$ cat src/rtl/basic_pkg.sv
// rtl/basic_pkg.sv - shared constants and helpers for the basic FIFO slice
package basic_pkg;

  localparam logic RST_ACTIVE = 1'b1;
  localparam int   DW_DEFAULT = 32;
  localparam int   AW_DEFAULT = 2;

  function automatic int clog2(input int value);
    int result;
    result = 0;
    while ((1 << result) < value) result++;
    return result;
  endfunction

endpackage

$ cat src/rtl/basic_fifo_ptr.sv
// rtl/basic_fifo_ptr.sv - wrapping pointer register with increment enable
module basic_fifo_ptr
  import basic_pkg::*;
#(
  parameter int W = 3
) (
  input  logic         clk,
  input  logic         rst,
  input  logic         inc,
  output logic [W-1:0] ptr
);

  // The extra MSB beyond the address bits lets full and empty be told apart.
  always_ff @(posedge clk) begin
    if (rst == RST_ACTIVE) begin
      ptr <= '0;
    end else if (inc) begin
      ptr <= ptr + W'(1);
    end
  end

endmodule

$ cat src/rtl/basic_fifo.sv
// rtl/basic_fifo.sv - first-word-fall-through valid/ready FIFO ahead of the register stage
module basic_fifo
  import basic_pkg::*;
#(
  parameter int DW = DW_DEFAULT,
  parameter int AW = AW_DEFAULT
) (
  input  logic          CLK,
  input  logic          RST,
  input  logic [DW-1:0] din,
  input  logic          din_valid,
  output logic          din_ready,
  output logic [DW-1:0] dout,
  output logic          dout_valid,
  input  logic          dout_ready,
  output logic [AW:0]   count,
  output logic          full,
  output logic          empty
);

  localparam int DEPTH = 1 << AW;

  logic [DW-1:0] mem [DEPTH];
  logic [AW:0]   wr_ptr;
  logic [AW:0]   rd_ptr;
  logic          push;
  logic          pop;

  // Flags come only from registered pointers, so no handshake input feeds them.
  assign empty      = (wr_ptr == rd_ptr);
  assign full       = (wr_ptr[AW] != rd_ptr[AW]) && (wr_ptr[AW-1:0] == rd_ptr[AW-1:0]);
  assign count      = wr_ptr - rd_ptr;
  assign din_ready  = !full;
  assign dout_valid = !empty;
  assign dout       = empty ? '0 : mem[rd_ptr[AW-1:0]];

  assign push = din_valid && din_ready;
  assign pop  = dout_valid && dout_ready;

  always_ff @(posedge CLK) begin
    if (push && (RST != RST_ACTIVE)) begin
      mem[wr_ptr[AW-1:0]] <= din;
    end
  end

  basic_fifo_ptr #(.W(AW + 1)) u_wr_ptr (
    .clk (CLK),
    .rst (RST),
    .inc (push),
    .ptr (wr_ptr)
  );

  basic_fifo_ptr #(.W(AW + 1)) u_rd_ptr (
    .clk (CLK),
    .rst (RST),
    .inc (pop),
    .ptr (rd_ptr)
  );

endmodule

$ cat config.mk
export PLATFORM = sky130hd
export DESIGN_NAME = basic_fifo
export DESIGN_NICKNAME = d
export VERILOG_FILES = /design/src/rtl/basic_pkg.sv /design/src/rtl/basic_fifo_ptr.sv /design/src/rtl/basic_fifo.sv
export SDC_FILE = /design/constraint.sdc
export NUM_CORES = 1
export LEC_CHECK = 0
export BUFFER_PORTS_ARGS = -buffer_cell sky130_fd_sc_hd__buf_4
export CAP_MARGIN = 20
export CORE_AREA = 2 2 103 105
export CTS_CLUSTER_DIAMETER = 80
export DETAILED_ROUTE_END_ITERATION = 8
export DIE_AREA = 0 0 105 107
export PLACE_DENSITY_LB_ADDON = 0.2
export SLEW_MARGIN = 0
export SYNTH_ARGS = -nofsm -noshare
export SYNTH_HDL_FRONTEND = slang
export SYNTH_SLANG_ARGS = --single-unit
export TNS_END_PERCENT = 5
$ cat constraint.sdc
create_clock -name CLK -period 3.17 [get_ports CLK]
set_input_delay 0.1585 -clock CLK [delete_from_list [all_inputs] [get_ports CLK]]
set_output_delay 0.1585 -clock CLK [all_outputs]
set_load 0.01 [all_outputs]
# Yosys cells after proc, flatten, opt, wreduce, memory -nomap -nowiden
# Memory sizes are Yosys's and may differ from the RTL's. A register that Yosys moved wholly into a read port is not among the register bits.
# Cells that the tools add are included.
[totals]
register_bits = 6
ramBits = 128
out_inout_bits = 39
word_cells = 21
n_memories = 1
[classes]
n_addsub = 3
eq_ne = 3
mux = 5
n_bitwise = 1
n_reduce_logical = 6
[memory_table]
columns = ["memory", "depth", "width", "read_ports", "rd_ports_with_merged_regs", "wr", "line_no", "source"]
rows = [
  ["mem", 4, 32, 1, 1, 1, "basic_fifo.sv:23", "logic [DW-1:0] mem [DEPTH];"],
]
[ops]
columns = ["operator", "count"]
rows = [
  ["$mux W32", 1],
  ["$add A3 B1 Y3 const B", 2],
  ["$logic_and A1 B1 Y1", 4],
  ["$mux W2", 2],
  ["$eq A3 B3 Y1", 1],
  ["$sub A3 B3 Y3", 1],
  ["$eq A2 B2 Y1", 1],
  ["$logic_not A1 Y1", 2],
  ["$mux W1", 2],
  ["$ne A1 B1 Y1", 1],
  ["$not A1 Y1", 1],
]

# Logic depth before layout (Yosys ltp)
[logic_depth]
word_depth = 7
mapped_depth = 6
depth_no_buf = 5

# Hierarchy
# From an unflattened synthesis, not the netlist that was laid out.
[hier_totals]
cells_unflattened = 256
area_unflattened_um2 = 5360.1
[by_module_without_submodules]
columns = ["mod", "instances", "cells_per_inst", "area_each_um2", "seq_area_each_um2"]
rows = [
  ["basic_fifo", 1, 234, 5117.4, 3843.7],
  ["basic_fifo_ptr", 2, 11, 121.4, 60.1],
]

# Worst setup path before layout
# OpenSTA, ideal clock, no wires.
[synth_path]
path_type = "reg2reg"
start = "register u_wr_ptr.ptr[0]"
end = "memory mem[0][0] (netlist bit) (enable)"
setup_time_ns = 0.392
t_arrival_ns = 2.008
slack_ns = 0.770
stages_incl_launch_ff = 6
n_path_buf = 0
synth_period_minus_slack_ns = 2.400
cell_sequence = "dfxtp_1 -> inv_1 -> ha_1 -> and2_1 -> a21oi_1 -> and3_1"
[synth_between]
elab_chain_cells = 7
[synth_rtl]
columns = ["item", "line_no", "source"]
rows = [
  ["start, declared", "basic_fifo_ptr.sv:10", "output logic [W-1:0] ptr"],
  ["start signal, assigned", "basic_fifo_ptr.sv:18", "ptr <= ptr + W'(1);"],
  ["$eq A2 B2 Y1", "basic_fifo.sv:31", "assign full = (wr_ptr[AW] != rd_ptr[AW]) && (wr_ptr[AW-1:0] == rd_ptr[AW-1:0]);"],
  ["$logic_and A1 B1 Y1", "basic_fifo.sv:31", ""],
  ["$logic_not A1 Y1", "basic_fifo.sv:33", "assign din_ready = !full;"],
  ["$logic_and A1 B1 Y1", "basic_fifo.sv:37", "assign push = din_valid && din_ready;"],
  ["$logic_and A1 B1 Y1", "basic_fifo.sv:41", "if (push && (RST != RST_ACTIVE)) begin"],
  ["$mux W1", "basic_fifo.sv:41", ""],
  ["$mux W1 (not written as such)", "basic_fifo.sv:42", "mem[wr_ptr[AW-1:0]] <= din;"],
  ["end, declared", "basic_fifo.sv:23", ""],
]
# Several ways; a longest one is shown, not always the timed one.

# Worst setup path in the final report
[layout_path]
start = "register u_wr_ptr.ptr[0]"
end = "output dout[14]"
[layout_between]
elab_chain_cells = 2
[layout_rtl]
columns = ["item", "line_no", "source"]
rows = [
  ["$eq A3 B3 Y1", "basic_fifo.sv:30", "assign empty = (wr_ptr == rd_ptr);"],
  ["$mux W32", "basic_fifo.sv:35", "assign dout = empty ? '0 : mem[rd_ptr[AW-1:0]];"],
  ["end, declared", "basic_fifo.sv:13", "output logic [DW-1:0] dout,"],
]
# Every way passes these cells.

==> results.yml <==
setup_path:
  crit_buf_inv: 3
  path_class: "flip-flop to output pin"
  r2r-start: "u_wr_ptr.ptr[0]$_SDFFE_PP0P_"
  rr_worst_depth: 6
  cpLargestDelayFamily: "simple AND/OR/NAND/NOR gates"
  r2r_slack_ns: 0.68
  required_ns: 3.01
  cp_max_fo: 11
  r2r_end: "mem[1][10]$_DFFE_PP_"
  end_kind: "output pin"
  worstPathArrival_ns: 2.66
  startpoint_type: "flip-flop"
  cpMostUsedCell: "buf_4"
  crit_path_max_incr_delay_ns: 0.46
  crit_slowest_cell: "nor2_4"
  cp_cell_sequence: "inv_1, ha_1, nand2_1, nor2_4, buf_4, nor2b_1, buf_4"
finish:
  finalNonFillerCells: 546
  layout.nets: 441
  seqCellArea_um2: 4010
  multi_input_area_um2: 1340
  diodes: 0
  area_growth_pct: 31.9
  layout-drive-gt1-share_pct: 37.8
  utilization_pct: 71.1
  fill_cells: 669
min_path:
  hold_start: "dout_ready"
  holdCritPathClass: "input port to flip-flop"
  hold_path_depth: 3
routing:
  drc: 0
  ant_nets: 0
  vias_per_cell: 5.31
  dr.first_iter.drc_count: 165
  vias: 2901
  drtPass1Iterations: 4
  routed_wl_um: 10400
  wl_per_cell_um: 19.0
clock_network:
  clk_pin_slew_ns: 0.06
  clk_latency_ns: 0.51
  clockBufferDepth: 2
  postCtsSetupBuffers: 0
  root_buffer: "clkbuf_8"
  numCtsBuffers: 17
  cts_resized: 0
  cts_tree: "yes"
  htreeDepth: 4
  clock-sinks: 136
sta:
  period_minus_slack_ns: 2.82
  fin_worst_skew_ns: 0.00787
  hold_viol: 0
  grt_setup_unrepaired: "false"
  max_freq_mhz: 355
  final_max_slew_viol_count: 0
  slew_headroom_pct: 42.4
  worstMarginPinSlew_ns: 0.864
  tns_ns: 0
  period_share_pct: 88.9
  setup_viol_count_final: 0
place:
  dp_cells: 479
  io_buffer_count: 74
  gp_congestion: 0.819
  dpl.hpwl_um: 5770
job:
  max_cap_viol_count: 0
synth:
  synth_cell_types: 29
  ys_warn_count: 0
  async_flop_share_pct: 0
  avgSynthCellArea_um2: 19.9
  yosysTopAreaCell: "edfxtp_1"
  ys_seq_area_share_pct: 73.6
  synth_most_common_cell: "edfxtp_1"
  syn_area_um2: 5440
  synth_area_leaders: "edfxtp_1 (71%), mux4_2 (13%), nor2b_1 (3.9%)"
  synthTopCellsByCount: "edfxtp_1 (128), nor2b_1 (34), mux4_2 (32)"
  synth_top_area_share_pct: 70.7
  synthCells: 273
  synth_fp_nets: 317
  yosys_register_bits: 136
  synth_edf_count: 128
  ys.flop_type: "edfxtp_1"
pwr:
  power_w: 0.00672
  power_density_nw_per_um2: 937
  vdd_drop_max_mv: 0.548
  p_leak_nw: 2.54
grt:
  grt_pass1_vias: 3124
  grt_use_total_pct: 19.5
  grt.overflow.total: 0
  grt_start_max_net_pins: 33
  grt_first_pass_wirelength_um: 15900
  antenna_found_initial: 0
floorplanning:
  die_h_um: 107
  rows: 37
  dieArea_um2: 11200
  initial_core_util_pct: 53.9
  coreArea_um2: 10100
  die_w_um: 105
  ios: 75
run_status:
  outcome: "finished clean"
worst max path at each step:
stage,start,endpoint,cells past startpoint
final,u_wr_ptr.ptr[0]$_SDFFE_PP0P_,dout[14],7
after global routing,u_wr_ptr.ptr[0]$_SDFFE_PP0P_,dout[13],7
after CTS,u_wr_ptr.ptr[0]$_SDFFE_PP0P_,dout[14],7
after detailed placement,u_wr_ptr.ptr[0]$_SDFFE_PP0P_,mem[1][2]$_DFFE_PP_,6
after global placement,u_wr_ptr.ptr[0]$_SDFFE_PP0P_,mem[1][4]$_DFFE_PP_,6
after floorplan,u_wr_ptr.ptr[0]$_SDFFE_PP0P_,mem[0][0]$_DFFE_PP_,5
per-stage QoR:
stage / area [um^2] / hold slack [ns] / setup WS, ns
finish: 7170 / 0.00846 / 0.353
global route: 7170 / 0.0142 / 0.139
CTS: 7170 / 0.000481 / 0.202
detailed placement: 6160 / 0.362 / 0.706
global placement: 6160 / 0.360 / 0.835
floorplan: 5440 / 0.257 / 0.770
logic make-up after synthesis:
logic type	count (synthesis)	synth area share, %
xor+xnor	3	0.621
simple gates	59	6.47
flops	136	73.6
mux	32	13.3
compound gates	14	2.02
buf+inv	21	2.02
fa+ha+maj	8	1.98
registers in the layout, summed over array words and instances, names as in the netlist, named ones only:
register,cells
mem,128
u_rd_ptr.ptr,3
u_wr_ptr.ptr,3
per-layer routing:
metal | vias to the layer above | GRT usage (%) | routed length, um
met5 | - | 0 | 0
met4 | 0 | 8.86 | 172
met3 | 14 | 4.68 | 556
met2 | 107 | 34.0 | 5550
met1 | 1437 | 23.0 | 4110
li1 | 1343 | - | -
cell usage in the layout, fill, tap and decap left out, drive strengths merged:
cell	netlist	routed
o2111a	1	1
nor3b	4	4
dfxtp	8	8
o311ai	5	5
ha	7	7
edfxtp	128	128
nand3	3	3
nor2b	34	34
nor3	1	1
xor2	1	1
nor2	1	2
xnor2	2	2
a31oi	3	3
nand4	2	2
and3b	1	1
and3	4	4
inv	7	10
nand2	8	8
a211o	1	1
buf	9	83
a41oi	2	2
clkinvlp	0	1
dlygate4sd3	0	34
mux4	32	32
bufinv	0	6
clkinv	1	5
and2	1	1
clkbuf	4	18
a21oi	2	2
fa	1	1
worst register-to-register path: cells and delay by family, from the launching register on:
family                   cells  cell delay, ns
AO/OA/AOI/OAI                1            0.25
adder cells (fa/ha/maj)      1            0.34
buffers and inverters        2            0.40
AND/OR/NAND/NOR              2            0.77
flip-flops                   1            0.44
final cells by class:
class	count	area share, %
sequential	136	55.9
multi-input combinational	117	18.7
clock buffer	18	5.83
timing repair buffer	117	13.4
inverter	8	0.419
clock inverter	14	3.42
tap	136	2.37
power by group:
part,switching [W],internal [W],total [W]
registers,0.000170,0.00216,0.00233
clock network,0.000729,0.00145,0.00217
logic,0.00110,0.00112,0.00222
total,0.00200,0.00473,0.00672
timing repair:
item / CTS / global route
hold endpoints to repair: 131 / 0
hold buffers: 34 / 0
endpoints found under the setup margin: 0 / 10
Note: power is estimated with default switching activity, not from simulation.
